[config.mk]
export PLATFORM = sky130hd
export DESIGN_NAME = ahb_resp_mux
export DESIGN_NICKNAME = d
export VERILOG_FILES = /design/src/rtl/ahb_pkg.sv /design/src/rtl/ahb_default_slave.sv /design/src/rtl/ahb_resp_mux.sv
export SDC_FILE = /design/constraint.sdc
export NUM_CORES = 1
export LEC_CHECK = 0
export ABC_AREA = 0
export BUFFER_PORTS_ARGS = -buffer_cell sky130_fd_sc_hd__clkbuf_2
export CAP_MARGIN = 30
export CORE_AREA = 2 2 66 68
export CTS_BUF_LIST = sky130_fd_sc_hd__clkbuf_2 sky130_fd_sc_hd__clkbuf_4 sky130_fd_sc_hd__clkbuf_8
export DETAILED_ROUTE_END_ITERATION = 10
export DIE_AREA = 0 0 68 70
export HOLD_SLACK_MARGIN = 0.03
export PLACE_DENSITY = 0.75
export SLEW_MARGIN = 20
export SYNTH_ARGS = -nofsm -noshare
export SYNTH_HDL_FRONTEND = slang
export SYNTH_SLANG_ARGS = --single-unit
export TNS_END_PERCENT = 20
[constraint.sdc]
create_clock -name hclk -period 1.3 [get_ports hclk]
set_input_delay 0.065 -clock hclk [delete_from_list [all_inputs] [get_ports hclk]]
set_output_delay 0.065 -clock hclk [all_outputs]
set_load 0.03 [all_outputs]
[src/rtl/ahb_pkg.sv]
// Shared AHB-lite encodings and the data-phase state type used by the
// response multiplexer and its default slave.
package ahb_pkg;

    localparam logic [1:0] HTRANS_IDLE   = 2'b00;
    localparam logic [1:0] HTRANS_BUSY   = 2'b01;
    localparam logic [1:0] HTRANS_NONSEQ = 2'b10;
    localparam logic [1:0] HTRANS_SEQ    = 2'b11;

    localparam logic HRESP_OKAY  = 1'b0;
    localparam logic HRESP_ERROR = 1'b1;

    // haddr[ADDR_W-1:ADDR_W-2] value that no decoder select covers
    localparam logic [1:0] REGION_UNMAPPED = 2'b11;

    typedef enum logic [2:0] {
        DP_IDLE,
        DP_S0,
        DP_S1,
        DP_S2,
        DP_ERR1,
        DP_ERR2
    } dp_state_t;

endpackage

[src/rtl/ahb_default_slave.sv]
// Default slave for unmapped transfers: answers every sampled start with the
// two-cycle AHB ERROR response (ERR1 not ready, ERR2 ready, both ERROR).
module ahb_default_slave
    import ahb_pkg::*;
(
    input  logic hclk,
    input  logic hresetn,
    input  logic start,
    output logic hreadyout,
    output logic hresp
);

    logic err1_q;
    logic err2_q;

    // NOTE: sequential state uses non-blocking assignments so every flop
    // samples the pre-edge value of its source, independent of block order.
    always_ff @(posedge hclk or negedge hresetn) begin
        if (!hresetn) begin
            err1_q <= 1'b0;
            err2_q <= 1'b0;
        end else begin
            err1_q <= start;
            err2_q <= err1_q;
        end
    end

    assign hreadyout = ~err1_q;
    assign hresp     = (err1_q | err2_q) ? HRESP_ERROR : HRESP_OKAY;

endmodule

[src/rtl/ahb_resp_mux.sv]
// AHB-lite data-phase response multiplexer for three slaves plus an internal
// default slave that returns ERROR for transfers with no select asserted.
module ahb_resp_mux
    import ahb_pkg::*;
#(
    parameter int DATA_W = 32,
    parameter int ADDR_W = 16
) (
    input  logic              hclk,
    input  logic              hresetn,
    input  logic [1:0]        htrans,
    input  logic              hsel_0,
    input  logic              hsel_1,
    input  logic              hsel_2,
    input  logic [DATA_W-1:0] hrdata_0,
    input  logic [DATA_W-1:0] hrdata_1,
    input  logic [DATA_W-1:0] hrdata_2,
    input  logic              hreadyout_0,
    input  logic              hreadyout_1,
    input  logic              hreadyout_2,
    input  logic              hresp_0,
    input  logic              hresp_1,
    input  logic              hresp_2,
    output logic [DATA_W-1:0] hrdata,
    output logic              hready,
    output logic              hresp
);

    // The decoder derives selects from the top region bits of haddr.
    if (ADDR_W < $bits(REGION_UNMAPPED) + 1) begin : g_bad_addr_w
        $error("ADDR_W too small to hold the region field");
    end

    dp_state_t dp_state_q;
    dp_state_t dp_state_d;
    dp_state_t addr_sel;
    logic      ds_start;
    logic      ds_hreadyout;
    logic      ds_hresp;

    // Address-phase decode; selects only matter for active transfers.
    always_comb begin
        addr_sel = DP_IDLE;
        unique case (htrans)
            HTRANS_IDLE, HTRANS_BUSY: addr_sel = DP_IDLE;
            HTRANS_NONSEQ, HTRANS_SEQ: begin
                if (hsel_0)      addr_sel = DP_S0;
                else if (hsel_1) addr_sel = DP_S1;
                else if (hsel_2) addr_sel = DP_S2;
                else             addr_sel = DP_ERR1;
            end
            default: addr_sel = DP_IDLE;
        endcase
    end

    // NOTE: every always_comb output gets a default first, so no path through
    // the block leaves a signal unassigned and no latch is inferred.
    always_comb begin
        dp_state_d = dp_state_q;
        if (dp_state_q == DP_ERR1) begin
            dp_state_d = DP_ERR2;
        end else if (hready) begin
            dp_state_d = addr_sel;
        end
    end

    assign ds_start = hready && (dp_state_q != DP_ERR1) && (addr_sel == DP_ERR1);

    always_ff @(posedge hclk or negedge hresetn) begin
        if (!hresetn) begin
            dp_state_q <= DP_IDLE;
        end else begin
            dp_state_q <= dp_state_d;
        end
    end

    ahb_default_slave u_default_slave (
        .hclk      (hclk),
        .hresetn   (hresetn),
        .start     (ds_start),
        .hreadyout (ds_hreadyout),
        .hresp     (ds_hresp)
    );

    // Only the slave owning the data phase is ever routed, so X on the others
    // cannot leak through.
    always_comb begin
        hrdata = '0;
        hready = 1'b1;
        hresp  = HRESP_OKAY;
        unique case (dp_state_q)
            DP_IDLE: ;
            DP_S0: begin
                hrdata = hrdata_0;
                hready = hreadyout_0;
                hresp  = hresp_0;
            end
            DP_S1: begin
                hrdata = hrdata_1;
                hready = hreadyout_1;
                hresp  = hresp_1;
            end
            DP_S2: begin
                hrdata = hrdata_2;
                hready = hreadyout_2;
                hresp  = hresp_2;
            end
            DP_ERR1, DP_ERR2: begin
                hready = ds_hreadyout;
                hresp  = ds_hresp;
            end
            default: ;
        endcase
    end

endmodule

# Word-level counts from Yosys, hierarchy flattened
# Cells that the tools add are included.
dict set report word_totals {
  word_cells 32
  ff_bits 5
  n_memories 0
  input_bits 109
  latchBits 0
  mem_bits_ro 0
  ramBits 0
  output_inout_bits 34
}
dict set report classes {
  n_shift 0
  order_cmp 0
  n_eq_ne 10
  n_addsub 0
  reduce_logical 7
  bitwise_logic 2
  muxes 10
  div 0
  multipliers 0
}
# operator count
set op_table {}
lappend op_table {{$pmux 32 s3} 1}
lappend op_table {{$mux 3} 5}
lappend op_table {{$eq 3x3->1 const B} 3}
lappend op_table {{$pmux 1 s4} 2}
lappend op_table {{$eq 3x2->1 const B} 2}
lappend op_table {{$pmux 3 s2} 1}
lappend op_table {{$reduce_or 2->1} 3}
lappend op_table {{$eq 2x2->1 const B} 2}
lappend op_table {{$eq 3x1->1 const B} 1}
lappend op_table {{$ne 3x3->1 const B} 1}
lappend op_table {{$eq 2x1->1 const B} 1}
lappend op_table {{$logic_and 1x1->1} 2}
lappend op_table {{$logic_not 2->1} 1}
lappend op_table {{$reduce_bool 2->1} 1}
lappend op_table {{$mux 1} 1}
lappend op_table {{$not 1->1} 1}
lappend op_table {{$or 1x1->1} 1}

# Longest topological paths before layout
dict set report depth {
  depth_word 6
  ltp_mapped 7
  depth_no_buf 4
}

# Hierarchy
# A second synthesis with hierarchy kept.
dict set report hier_totals {
  hier_cells 144
  area_unflattened_um2 1158.6
}
# module seq_area_each_um2 cells_each area_per_inst_um2 instances
set modules_own_cells {}
lappend modules_own_cells {ahb_resp_mux 75.1 140 1098.6 1}
lappend modules_own_cells {ahb_default_slave 50.0 4 60.1 1}

# Worst setup path before layout
# No wires, ideal clock.
dict set report synth_timing {
  path_kind {register to output}
  from {register dp_state_q[1]}
  to {output port hrdata[0]}
  path_slack_ps -203
  t_required_ps 1235
  n_path_buf 3
  stages_incl_launch_ff 8
  arrival_time_ps 1438
  path_cell_list {dfrtp_1 > buf_6 > buf_6 > buf_4 > mux2i_1 > nor2_1 > a21oi_1 > nor2_1}
}
dict set report synth_via {
  elab_chain_cells 2
  word_cells_on_any_way 4
  cone_classes {3 x eq/ne; 1 x mux}
}
# item line_no
set synth_rtl {}
lappend synth_rtl {{start: declaration} ahb_resp_mux.sv:34} ;# dp_state_t dp_state_q;
lappend synth_rtl {{start signal: assignment} ahb_resp_mux.sv:73} ;# dp_state_q <= dp_state_d;
lappend synth_rtl {{$eq 3x2->1 / $eq 3x1->1 (equally long branches)} ahb_resp_mux.sv:91} ;# unique case (dp_state_q)
lappend synth_rtl {{$pmux 32 s3 *} ahb_resp_mux.sv:91}
lappend synth_rtl {{end: declaration} ahb_resp_mux.sv:24} ;# output logic [DATA_W-1:0] hrdata,
# Mark *: on every way between the ends. The rest lies on a longest branch, timed or not.

# Worst setup path in the final report
dict set report layout_timing {
  from {register dp_state_q[1]}
  to {output port hrdata[27]}
}
# The elaborated chain is that of the path after synthesis.

==> results.ini <==
[finish]
area_growth_pct = 108
fin_area_sq_um = 2410
drive_above_1_share_pct = 66.2
final_cells = 377
utilization_pct = 58.2
nets = 435
insertedDiodeCount = 0

[die]
rows = 24
io-pin-count = 143
die_h_um = 70
dieArea_sq_um = 4760
die_x_um = 68
core_sq_um = 4140
start_util_pct = 28.0

[timing]
relSlewSlack_pct = 84.0
max_freq_mhz = 621
fin_crit_ns = 1.61
skew_ns = 0.00254
setup_violations = 38
finalHoldViolCount = 0
rsz0062_at_grt = yes
tightest_slew_ns = 0.237
final-max-slew-violation-count = 0
setup_ws_ns = -0.311
finalCritPeriodShare_pct = 124

[clocking]
cts_buffers = 3
cts_tree = yes
cts-root-buf = clkbuf_8
clk_pin_slew_ns = 0.04
htree_num_levels = 1
worst_skew_pair.late_latency_ns = 0.23
cts.sinks = 5
clock_path_buffers = 2

[placed_design]
hpwlAfterDp_mm = 3.58
portBuffers = 141
pre_cts_ws_ns = -0.169
globalplace.congestion = 0.745
dpl_cell_area_sq_um = 2130
dp_cells = 371

[status]
status = finished with violations
violations = negative setup slack

[routing]
routed_wl_mm = 4.74
ant_nets = 0
first_pass_iters = 4
drtIter0Drc = 35
viasPerCell = 4.80
drc_errors = 0
wl_per_cell_um = 12.6
vias = 1810

[synth]
syn-cell-area_sq_um = 1160
yosysTopAreaCellShare_pct = 27.6
yosysTopAreaCell = mux2i_1
yosys_most_used_dff = dfrtp_1
syn_inst = 181
yosysWarnings = 0
synth_edf_count = 0
synth_area_leaders = mux2i_1 (28%), nor2_1 (22%), a21oi_1 (15%)
ys_ff_latch = 5
synth_most_common_cell = nor2_1
ys_async_sr_fraction_pct = 100
synth-seq-area-share_pct = 10.8
postSynthAreaPerCell_sq_um = 6.40
ys_types = 27
ys_top_cells_by_count = nor2_1 (67), a21oi_1 (35), mux2i_1 (32)
syn_nets = 290

[critical_path]
criticalPathCategory = register to primary output
arrival_ns = 1.55
cp_max_fo = 17
required_ns = 1.24
end_kind = primary output
start_kind = register

[global_route]
grt_pass1_vias = 1666
grt_usage_pct = 18.2
grt_pass1_wl_mm = 6.97
grt-ovfl-total = 0
antenna_found_initial = 0
grt_max_degree = 35

[pwr]
leakage_uw = 0.00124
p_per_area_nw_per_um2 = 2370
peakVddDrop_mv = 1.02
finalPower_uw = 5710

[flow_run]
drv_cap = 0

[worst_hold_path]
worst_hold_path_type = input port to register

==> layout make-up <==
cell class / instances / area [sq um]
repair buffers: 156 / 1020
fillers: 392 / 1730
well taps: 52 / 65.1
multi-input cells: 157 / 1140
flip-flops and latches: 5 / 128
inverters: 3 / 11.3
clock buffers: 4 / 48.8
==> critical path, cell delays in order, from the launching register on <==
cell and delay [ns]:
dfrtp_2 0.46, buf_12 0.20, mux2i_1 0.22, nor2_1 0.08
a21oi_2 0.16, nor2_4 0.03, buf_2 0.17
==> path summary, 6_finish.rpt <==
path,start,endpoint,slack [ns],cells after the start
min in group asynchronous,hresetn,dp_state_q[0],0.19,2
min reg2reg,u_default_slave.err1_q,u_default_slave.err2_q,0.44,0
min,htrans[1],u_default_slave.err1_q,0.15,3
max,dp_state_q[1],hrdata[27],-0.31,6
max in group asynchronous,hresetn,dp_state_q[2],0.96,2
max reg2reg,dp_state_q[1],dp_state_q[1],-0.24,6
==> registers in the layout (all words and copies together), names as in the netlist <==
signal and flops:
dp_state_q 3, u_default_slave.err1_q 1, u_default_slave.err2_q 1
==> per-layer routing <==
layer	vias up	wire, um	GRT usage [%]
li1	915	-	-
met5	-	0	0
met2	82	2620	37.3
met1	805	1650	18.2
met4	0	64	4.44
met3	8	407	2.09
==> cell usage in the layout (no fill, tap or decap), types with 2 or more instances in the layout <==
cell,count
buf_2,19
mux2i_1,31
a21oi_1,19
nor3_1,2
a21oi_2,16
buf_12,5
clkbuf_2,107
buf_4,9
clkbuf_8,14
nor2_4,10
nor2_2,20
nand3b_1,2
nor2_1,37
o21ai_0,3
dfrtp_1,3
buf_8,3
inv_1,3
dfrtp_2,2
==> through the flow <==
step	hold WS, ns	TNS, ns
2_1_floorplan	-0.231	-1.30
3_3_place_gp	-0.115	-2.95
3_5_place_dp	-0.115	-3.64
4_1_cts	0.156	-10.60
5_1_grt	0.177	-13.19
6_report	0.154	-10.09
==> repair_timing <==
action	in CTS	in global routing
pin swaps	2	1
endpoints found under the setup margin	38	38
resized for setup	40	33
setup buffers	1	0
hold endpoints to repair	5	0
hold buffers	1	0
==> cells by family (layout without fill, tap and decap cells) <==
logic type,Yosys count,count (layout),synth area share [%]
compound gates,44,44,22.4
buf+inv,19,163,8.53
flops,5,5,10.8
simple gates,79,79,28.4
mux,34,34,29.9
==> where the power goes <==
group	internal, uW	switching [uW]	leakage [uW]	total [uW]
Combinational	2170	2950	0.00115	5110
Clock	232	82.2	0.0000262	314
Sequential	200	86.4	0.0000632	287
Total	2600	3120	0.00124	5710
Power figures use the tool's default switching activity.
